$ cat config.mk
export PLATFORM = sky130hd
export DESIGN_NAME = lbp_frame_writer
export DESIGN_NICKNAME = d
export VERILOG_FILES = /design/src/rtl/lbp_frame_writer.sv
export SDC_FILE = /design/constraint.sdc
export NUM_CORES = 1
export LEC_CHECK = 0
export ABC_AREA = 1
export BUFFER_PORTS_ARGS = -buffer_cell sky130_fd_sc_hd__buf_2
export CELL_PAD_IN_SITES_DETAIL_PLACEMENT = 1
export CELL_PAD_IN_SITES_GLOBAL_PLACEMENT = 2
export CORE_ASPECT_RATIO = 1.1
export CORE_UTILIZATION = 31
export CTS_BUF_LIST = sky130_fd_sc_hd__clkbuf_16
export CTS_CLUSTER_DIAMETER = 80
export DETAILED_ROUTE_END_ITERATION = 16
export PLACE_DENSITY_LB_ADDON = 0.2
export SYNTH_ARGS = -nofsm -noshare
export SYNTH_HDL_FRONTEND = slang
export SYNTH_SLANG_ARGS = --single-unit
$ cat constraint.sdc
create_clock -name clk_25mHz -period 3.7 [get_ports clk_25mHz]
set_clock_uncertainty 0.15 [all_clocks]
set_input_delay 0.555 -clock clk_25mHz [delete_from_list [all_inputs] [get_ports clk_25mHz]]
set_output_delay 0.555 -clock clk_25mHz [all_outputs]
set_load 0.01 [all_outputs]
$ cat src/rtl/lbp_frame_writer.sv
// Streams 8-bit pixels into the display frame buffer as RGB444 and raises all_ready after the first full frame.
// Optional FRAME_ERR_CNT_EN adds a saturating frame_err counter (err_cnt) with a synchronous clear (err_clr).
module lbp_frame_writer #(
    parameter int unsigned H_RES  = 400,
    parameter int unsigned V_RES  = 300,
    parameter int unsigned ADDR_W = 17
) (
    input  logic              clk_25mHz,
    input  logic              rst,
    input  logic [7:0]        s_data,
    input  logic              s_valid,
    input  logic              s_sof,
    output logic              s_ready,
    output logic              bram_we,
    output logic [ADDR_W-1:0] bram_addr,
    output logic [11:0]       bram_din,
    output logic              all_ready,
    output logic              frame_err,
    output logic              busy
`ifdef FRAME_ERR_CNT_EN
    ,
    input  logic              err_clr,
    output logic [7:0]        err_cnt
`endif
);

    localparam int unsigned PIX_TOTAL = H_RES * V_RES;
    localparam logic [ADDR_W-1:0] LAST_ADDR = ADDR_W'(PIX_TOTAL - 1);

    typedef enum logic [1:0] {
        IDLE   = 2'd0,
        FILL   = 2'd1,
        COMMIT = 2'd2
    } state_e;

    state_e              state_q, state_d;
    logic [ADDR_W-1:0]   cnt_q, cnt_d;
    logic [ADDR_W-1:0]   addr_q, addr_d;
    logic [11:0]         din_q, din_d;
    logic                we_q, we_d;
    logic                ready_q, ready_d;
    logic                busy_q, busy_d;
    logic                all_ready_q, all_ready_d;
    logic                err_q, err_d;

    logic                xfer_c;
    logic [11:0]         rgb_c;
    logic                lsb_unused_c;

    assign xfer_c       = s_valid & ready_q;
    // Grayscale/LBP code keeps only its upper nibble on all three channels.
    assign rgb_c        = {s_data[7:4], s_data[7:4], s_data[7:4]};
    assign lsb_unused_c = ^s_data[3:0];

    always_ff @(posedge clk_25mHz) begin
        if (rst) begin
            state_q <= IDLE;
        end else begin
            state_q <= state_d;
        end
    end

    always_comb begin
        state_d = state_q;
        case (state_q)
            IDLE:    if (xfer_c && s_sof) state_d = FILL;
            FILL:    if (xfer_c && !s_sof && (cnt_q == LAST_ADDR)) state_d = COMMIT;
            COMMIT:  state_d = IDLE;
            default: state_d = IDLE;
        endcase
    end

    // Registered outputs are decoded from the next state so they line up with state_q.
    always_comb begin
        we_d        = 1'b0;
        addr_d      = addr_q;
        din_d       = din_q;
        cnt_d       = cnt_q;
        err_d       = 1'b0;
        all_ready_d = all_ready_q;
        ready_d     = (state_d != COMMIT);
        busy_d      = (state_d != IDLE);
        case (state_q)
            IDLE: begin
                if (xfer_c && s_sof) begin
                    we_d   = 1'b1;
                    addr_d = '0;
                    din_d  = rgb_c;
                    cnt_d  = ADDR_W'(1);
                end
            end
            FILL: begin
                if (xfer_c) begin
                    we_d  = 1'b1;
                    din_d = rgb_c;
                    if (s_sof) begin
                        err_d  = 1'b1;
                        addr_d = '0;
                        cnt_d  = ADDR_W'(1);
                    end else begin
                        addr_d = cnt_q;
                        cnt_d  = cnt_q + ADDR_W'(1);
                    end
                end
            end
            COMMIT: begin
                all_ready_d = 1'b1;
                cnt_d       = '0;
            end
            default: begin
                cnt_d = '0;
            end
        endcase
    end

    always_ff @(posedge clk_25mHz) begin
        if (rst) begin
            cnt_q       <= '0;
            addr_q      <= '0;
            din_q       <= '0;
            we_q        <= 1'b0;
            ready_q     <= 1'b0;
            busy_q      <= 1'b0;
            all_ready_q <= 1'b0;
            err_q       <= 1'b0;
        end else begin
            cnt_q       <= cnt_d;
            addr_q      <= addr_d;
            din_q       <= din_d;
            we_q        <= we_d;
            ready_q     <= ready_d;
            busy_q      <= busy_d;
            all_ready_q <= all_ready_d;
            err_q       <= err_d;
        end
    end

    assign s_ready   = ready_q;
    assign bram_we   = we_q;
    assign bram_addr = addr_q;
    assign bram_din  = din_q;
    assign all_ready = all_ready_q;
    assign frame_err = err_q;
    assign busy      = busy_q;

`ifdef FRAME_ERR_CNT_EN
    logic [7:0] err_cnt_q;

    // Clear wins over a coincident frame_err pulse; count saturates at 255.
    always_ff @(posedge clk_25mHz) begin
        if (rst) begin
            err_cnt_q <= 8'd0;
        end else if (err_clr) begin
            err_cnt_q <= 8'd0;
        end else if (err_q && (err_cnt_q != 8'hFF)) begin
            err_cnt_q <= err_cnt_q + 8'd1;
        end
    end

    assign err_cnt = err_cnt_q;
`endif

endmodule

==> Yosys cells after proc, flatten, opt, wreduce, memory -nomap -nowiden <==
Index checks and enable logic that the tools add are counted.
{ "classes": {"addsub": 1, "reduce_logical": 10, "mux": 18, "bitwise": 3, "eq_ne": 6} }
{ "ops": {"columns": ["op", "n"], "rows": [
  ["$mux W17", 6],
  ["$pmux W17 S2", 2],
  ["$mux W12", 2],
  ["$pmux W12 S2", 1],
  ["$add A17 B1 Y17 const B", 1],
  ["$eq A17 B17 Y1 const B", 1],
  ["$ne A2 B2 Y1 const B", 3],
  ["$mux W2", 2],
  ["$pmux W2 S2", 1],
  ["$reduce_bool A2 Y1", 2],
  ["$logic_and A1 B1 Y1", 3],
  ["$mux W1", 3],
  ["$reduce_and A3 Y1", 1],
  ["$reduce_or A3 Y1", 1],
  ["$eq A2 B1 Y1 const B", 1],
  ["$eq A2 B2 Y1 const B", 1],
  ["$logic_not A2 Y1", 1],
  ["$not A1 Y1", 2],
  ["$pmux W1 S2", 1],
  ["$reduce_and A2 Y1", 1],
  ["$and A1 B1 Y1", 1],
  ["$logic_not A1 Y1", 1]
]} }
{ "totals": {"register_bits": 53, "wordCells": 47} }

==> Longest topological paths before layout <==
{ "depth": {"word_depth": 6, "ltp_mapped": 10} }

==> Worst setup path before layout <==
Ideal clock, no wire load.
{ "synth_timing": {"path_kind": "input port to flip-flop", "startpoint": "in s_valid", "endpoint": "reg din_q[10], in the netlist bram_din[10]", "path_stages": 8, "required_ns": 3.434, "setup_slack_ns": 2.127, "n_path_buf": 1, "arrival_time_ns": 1.307, "cell_sequence": "nand2_1 inv_1 o21ai_0 nor2_2 inv_1 buf_2 nor2_1 nor2_1"} }
{ "synth_via": {"elab_chain_cells": 4, "word_cells_on_any_way": 5, "classes_between": "eq/ne: 2; bitwise: 1; reduce/logical: 2"} }
{ "synth_rtl": {"columns": ["item", "line", "source"], "rows": [
  ["from (decl)", "11", "input logic s_valid,"],
  ["$and A1 B1 Y1 (*)", "50", "assign xfer_c = s_valid & ready_q;"],
  ["$logic_and A1 B1 Y1", "85", "if (xfer_c && s_sof) begin"],
  ["$ne A2 B2 Y1 (no source line)", null, null],
  ["$reduce_and A3 Y1 (no source line) (*)", null, null],
  ["to (signal assigned)", "129", "din_q <= din_d;"],
  ["to (decl)", "39", "logic [11:0] din_q, din_d;"]
]} }
Mark *: on every way between the ends. The rest lies on a longest branch, timed or not.
A chain may end at the register's enable or synchronous reset.

==> Worst setup path in the final report <==
{ "layout_timing": {"startpoint": "in s_sof", "endpoint": "reg cnt_q[0]"} }
{ "layout_via": {"elab_chain_cells": 3, "word_cells_on_any_way": 6, "classes_between": "eq/ne: 1; mux: 3; reduce/logical: 2"} }
{ "layout_rtl": {"columns": ["item", "line", "source"], "rows": [
  ["from (decl)", "12", "input logic s_sof,"],
  ["$mux W17 / $logic_and A1 B1 Y1 (equally long branches)", "96, 85", null],
  ["$mux W17 / $ne A2 B2 Y1 (equally long branches)", null, null],
  ["$pmux W17 S2 / $reduce_and A2 Y1 (equally long branches)", null, null],
  ["to (signal assigned)", "127", "cnt_q <= cnt_d;"],
  ["to (decl)", "37", "logic [ADDR_W-1:0] cnt_q, cnt_d;"]
]} }
Parallel ways exist; a longest one is shown, timed or not. The select of a mux whose other input is x is not followed.

==> impl_results.md <==
* Start-to-end type of the worst setup path: input pin to flop
* Overall routing resource usage at roughly 16%
* List of most frequent post-synthesis cells: 61 x nand2_1, 46 x nor2_1, 45 x dfxtp_1, 28 x a21oi_1, 28 x nand3_1
* Port Buffer Count at 41
* Vias in the first global route at 1761
* Pin count of the biggest net entering global routing at 26
* Hold Path Sink: bram_addr[4]
* Final antenna-violating net count at 0
* CP Capture Type: flop
* Setup slack of the worst register-to-register path at between 1500 and 2000 ps
* Launching point of the worst reg2reg path: s_ready
* Synth Warn # at 0
* Final Hold Fails at 0
* Setup WS post-layout at 1684 ps
* Worst endpoint data arrival time at 2050 ps
* Final Max Tran Viols at 0
* Maximum ir drop on the vdd rail at 0.1968 mV
* Reg2reg end: cnt_q[0]
* HPWL after detailed placement at 3780 um
* Cell-by-cell listing of the critical path: buf_2 > o21ai_0 > nor2_2 > buf_4 > inv_1 > nor2_1 > o21a_1
* Post-synthesis sequential element count at 45
* Gate count of the mapped netlist at 285
* Hold Worst Slack at 311.7 ps
* Dominant synthesized flop cell: dfxtp_1
* Share of final-layout standard cells stronger than drive strength 1 at 18.55%
* Cell area after synthesis at 2009 um2
* Antenna fix cells at 0
* Share of Yosys cell area claimed by the top area cell type at 44.83%
* Core Rows at 30
* Post-CTS Resized at 0
* Startpoint of the worst hold path: bram_addr[4]
* Number of design-rule violations left by the first detailed-router iteration at 44
* Average vias per placed instance at about 4.6
* Highest cell delay on the worst timing path at roughly 500 ps
* Final-stage net count at 330
* Setup repair after global routing missed its margin: no
* Number of maximum-capacitance constraint violations at 0
* Die area at 6808 um2
* Post-synthesis average cell area at about 7 um2
* Reported leakage power at 1.031 nW
* Slew @ Worst Pin at 639.4 ps
* Clock-pin transition on the worst setup and hold timing paths at 70 ps
* Remaining Overflow, GRT at 0
* Wirelength per Cell at 12.62 um
* Final TNS setup at 0 ps
* Start point of the critical path: s_sof
* Kind of start point of the critical path: input pin
* First drt pass iteration count at 4
* Post-synthesis net count at just under 300
* Achievable clock frequency at 496.0 MHz
* Placer's final routability congestion estimate at 0.7322
* Overall die height at about 86 um
* Ys async rst share at 0%
* Number of buffers inserted by hold repair at cts at 0
* Initial antenna violation count at 0
* Clock buffers created by TritonCTS at 5
* Slowest stage cell on the critical path: inv_1
* Slew headroom at a little under three fifths
* TritonCTS clock tree: yes
* Register area share after synthesis at 44.83%
* Core Footprint at ~6200 um2
* DP Worst Slack at 1341 ps
* Clock buffer depth at 2
* Final worst path period share at 54.49%
* Global-route wire length before repair at 8452 um
* Clock root buffer master: clkbuf_16
* Number of H-tree levels at 2
* Shortest clock period the worst path allows after layout at 2016 ps
* Pwr per Cell Area at 424.8 nW/um2
* Sinks on the clock net at 45
* Crit path max fanout at 23
* Status: complete, no violations
* Required time worst endpoint at 3740 ps
* Number of cells on the worst reg-to-reg path at 8
* Number of flops mapped to enable cells by yosys at 0
* Sum of buffers and inverters on the critical path at 3
* Effective utilization at floorplan at 32.25%
* Number of distinct library cells after synthesis at 20
* Source-to-sink clock delay at the later pin of the worst-skew pair at 290 ps
* Area growth from synthesis to layout at 17.56%
* Cell taking the most area after synthesis: dfxtp_1
* Family with the most delay on the worst path: buffers and inverters
* Most used standard cell by instance count after synthesis: nand2_1
* Drc violations at 0
* Number of setup buffers added after CTS at 0
* Synth top area cells: dfxtp_1 45%, nand2_1 11%, nor2_1 8.6%, a21oi_1 7.0%, nand3_1 7.0%
* Routed via count at 1826
* Top-level I/O count at 46
* Instance count along the most critical hold path at 2
* Final setup violation count at 0
* Width of the die at 78.77 um
* Total detailed-routing wirelength at 5023 um
* Class of the tightest hold or removal check: flop to flop
-- per-layer routing --
layer	track usage (%)	routed length [um]	part of all wire (%)
met5	0	0	0
met4	4.040	56	1.1
met3	3.474	155	3.1
met2	27.27	2449	49
met1	19.68	2362	47
-- metrics by stage --
step,total power [mW],instance area [um2],utilization (%),std cells
2_1_floorplan,0.5514,2009,-,285
3_3_place_gp,0.5670,2216,35.56,390
3_5_place_dp,0.5677,2216,35.56,390
4_1_cts,1.018,2362,37.91,398
5_1_grt,1.044,2362,37.91,398
6_report,1.003,2362,37.91,398
-- worst reg2reg max path, stage by stage (launching register included) --
cell     delay (ps)
dfxtp_1         330
nand2_1         110
inv_1            70
o21ai_0         120
nor2_2           50
buf_4           210
inv_1           500
nor2_1          120
o21a_1          190
-- registers in the layout (all words and copies together) (netlist names) --
signal and count:
bram_addr 17, cnt_q 17, bram_din 4, state_q 2
all_ready 1, bram_we 1, busy 1, frame_err 1
s_ready 1
-- worst max path at each step --
stage	to	slack, ps	cells past startpoint
after floorplan	bram_din[10]	2130	8
after global placement	cnt_q[0]	1340	7
after detailed placement	cnt_q[0]	1340	7
after CTS	cnt_q[0]	1650	7
after global routing	cnt_q[0]	1490	7
final	cnt_q[0]	1680	7
-- power by group --
part | total (mW) | internal [mW] | switching, mW
registers | 0.495 | 0.491 | 0.00390
clock network | 0.448 | 0.251 | 0.197
logic | 0.0605 | 0.0183 | 0.0422
total | 1.00 | 0.760 | 0.243
-- cells by family (layout without fill, tap and decap cells) --
| group | count (synthesis) | after routing | synth area share (%) |
|---|---|---|---|
| compound gates | 42 | 42 | 10.65 |
| simple gates | 153 | 153 | 33.56 |
| buf+inv | 44 | 77 | 10.34 |
| flops | 45 | 45 | 44.83 |
| fa+ha+maj | 1 | 1 | 0.6226 |
-- layout by cell type, fill, tap and decap left out, types with 2 or more instances in the layout --
master	n
dfxtp_1	45
inv_1	27
a21oi_1	28
nand4_1	2
nand3_1	28
nor2_1	46
buf_2	41
clkbuf_16	5
nand2_1	61
nor3_1	7
o21ai_0	12
nor2_2	2
nor2_4	4
-- area by class of cell --
cell class	count	area (um2)
Tap cell	80	100.1
Multi-Input combinational cell	196	900.9
Clock inverter	3	21.27
Inverter	27	101.3
Sequential cell	45	900.9
Clock buffer	5	125.1
Timing Repair Buffer	42	212.7
Fill cell	824	3869
(Power assumes the default switching activity.)
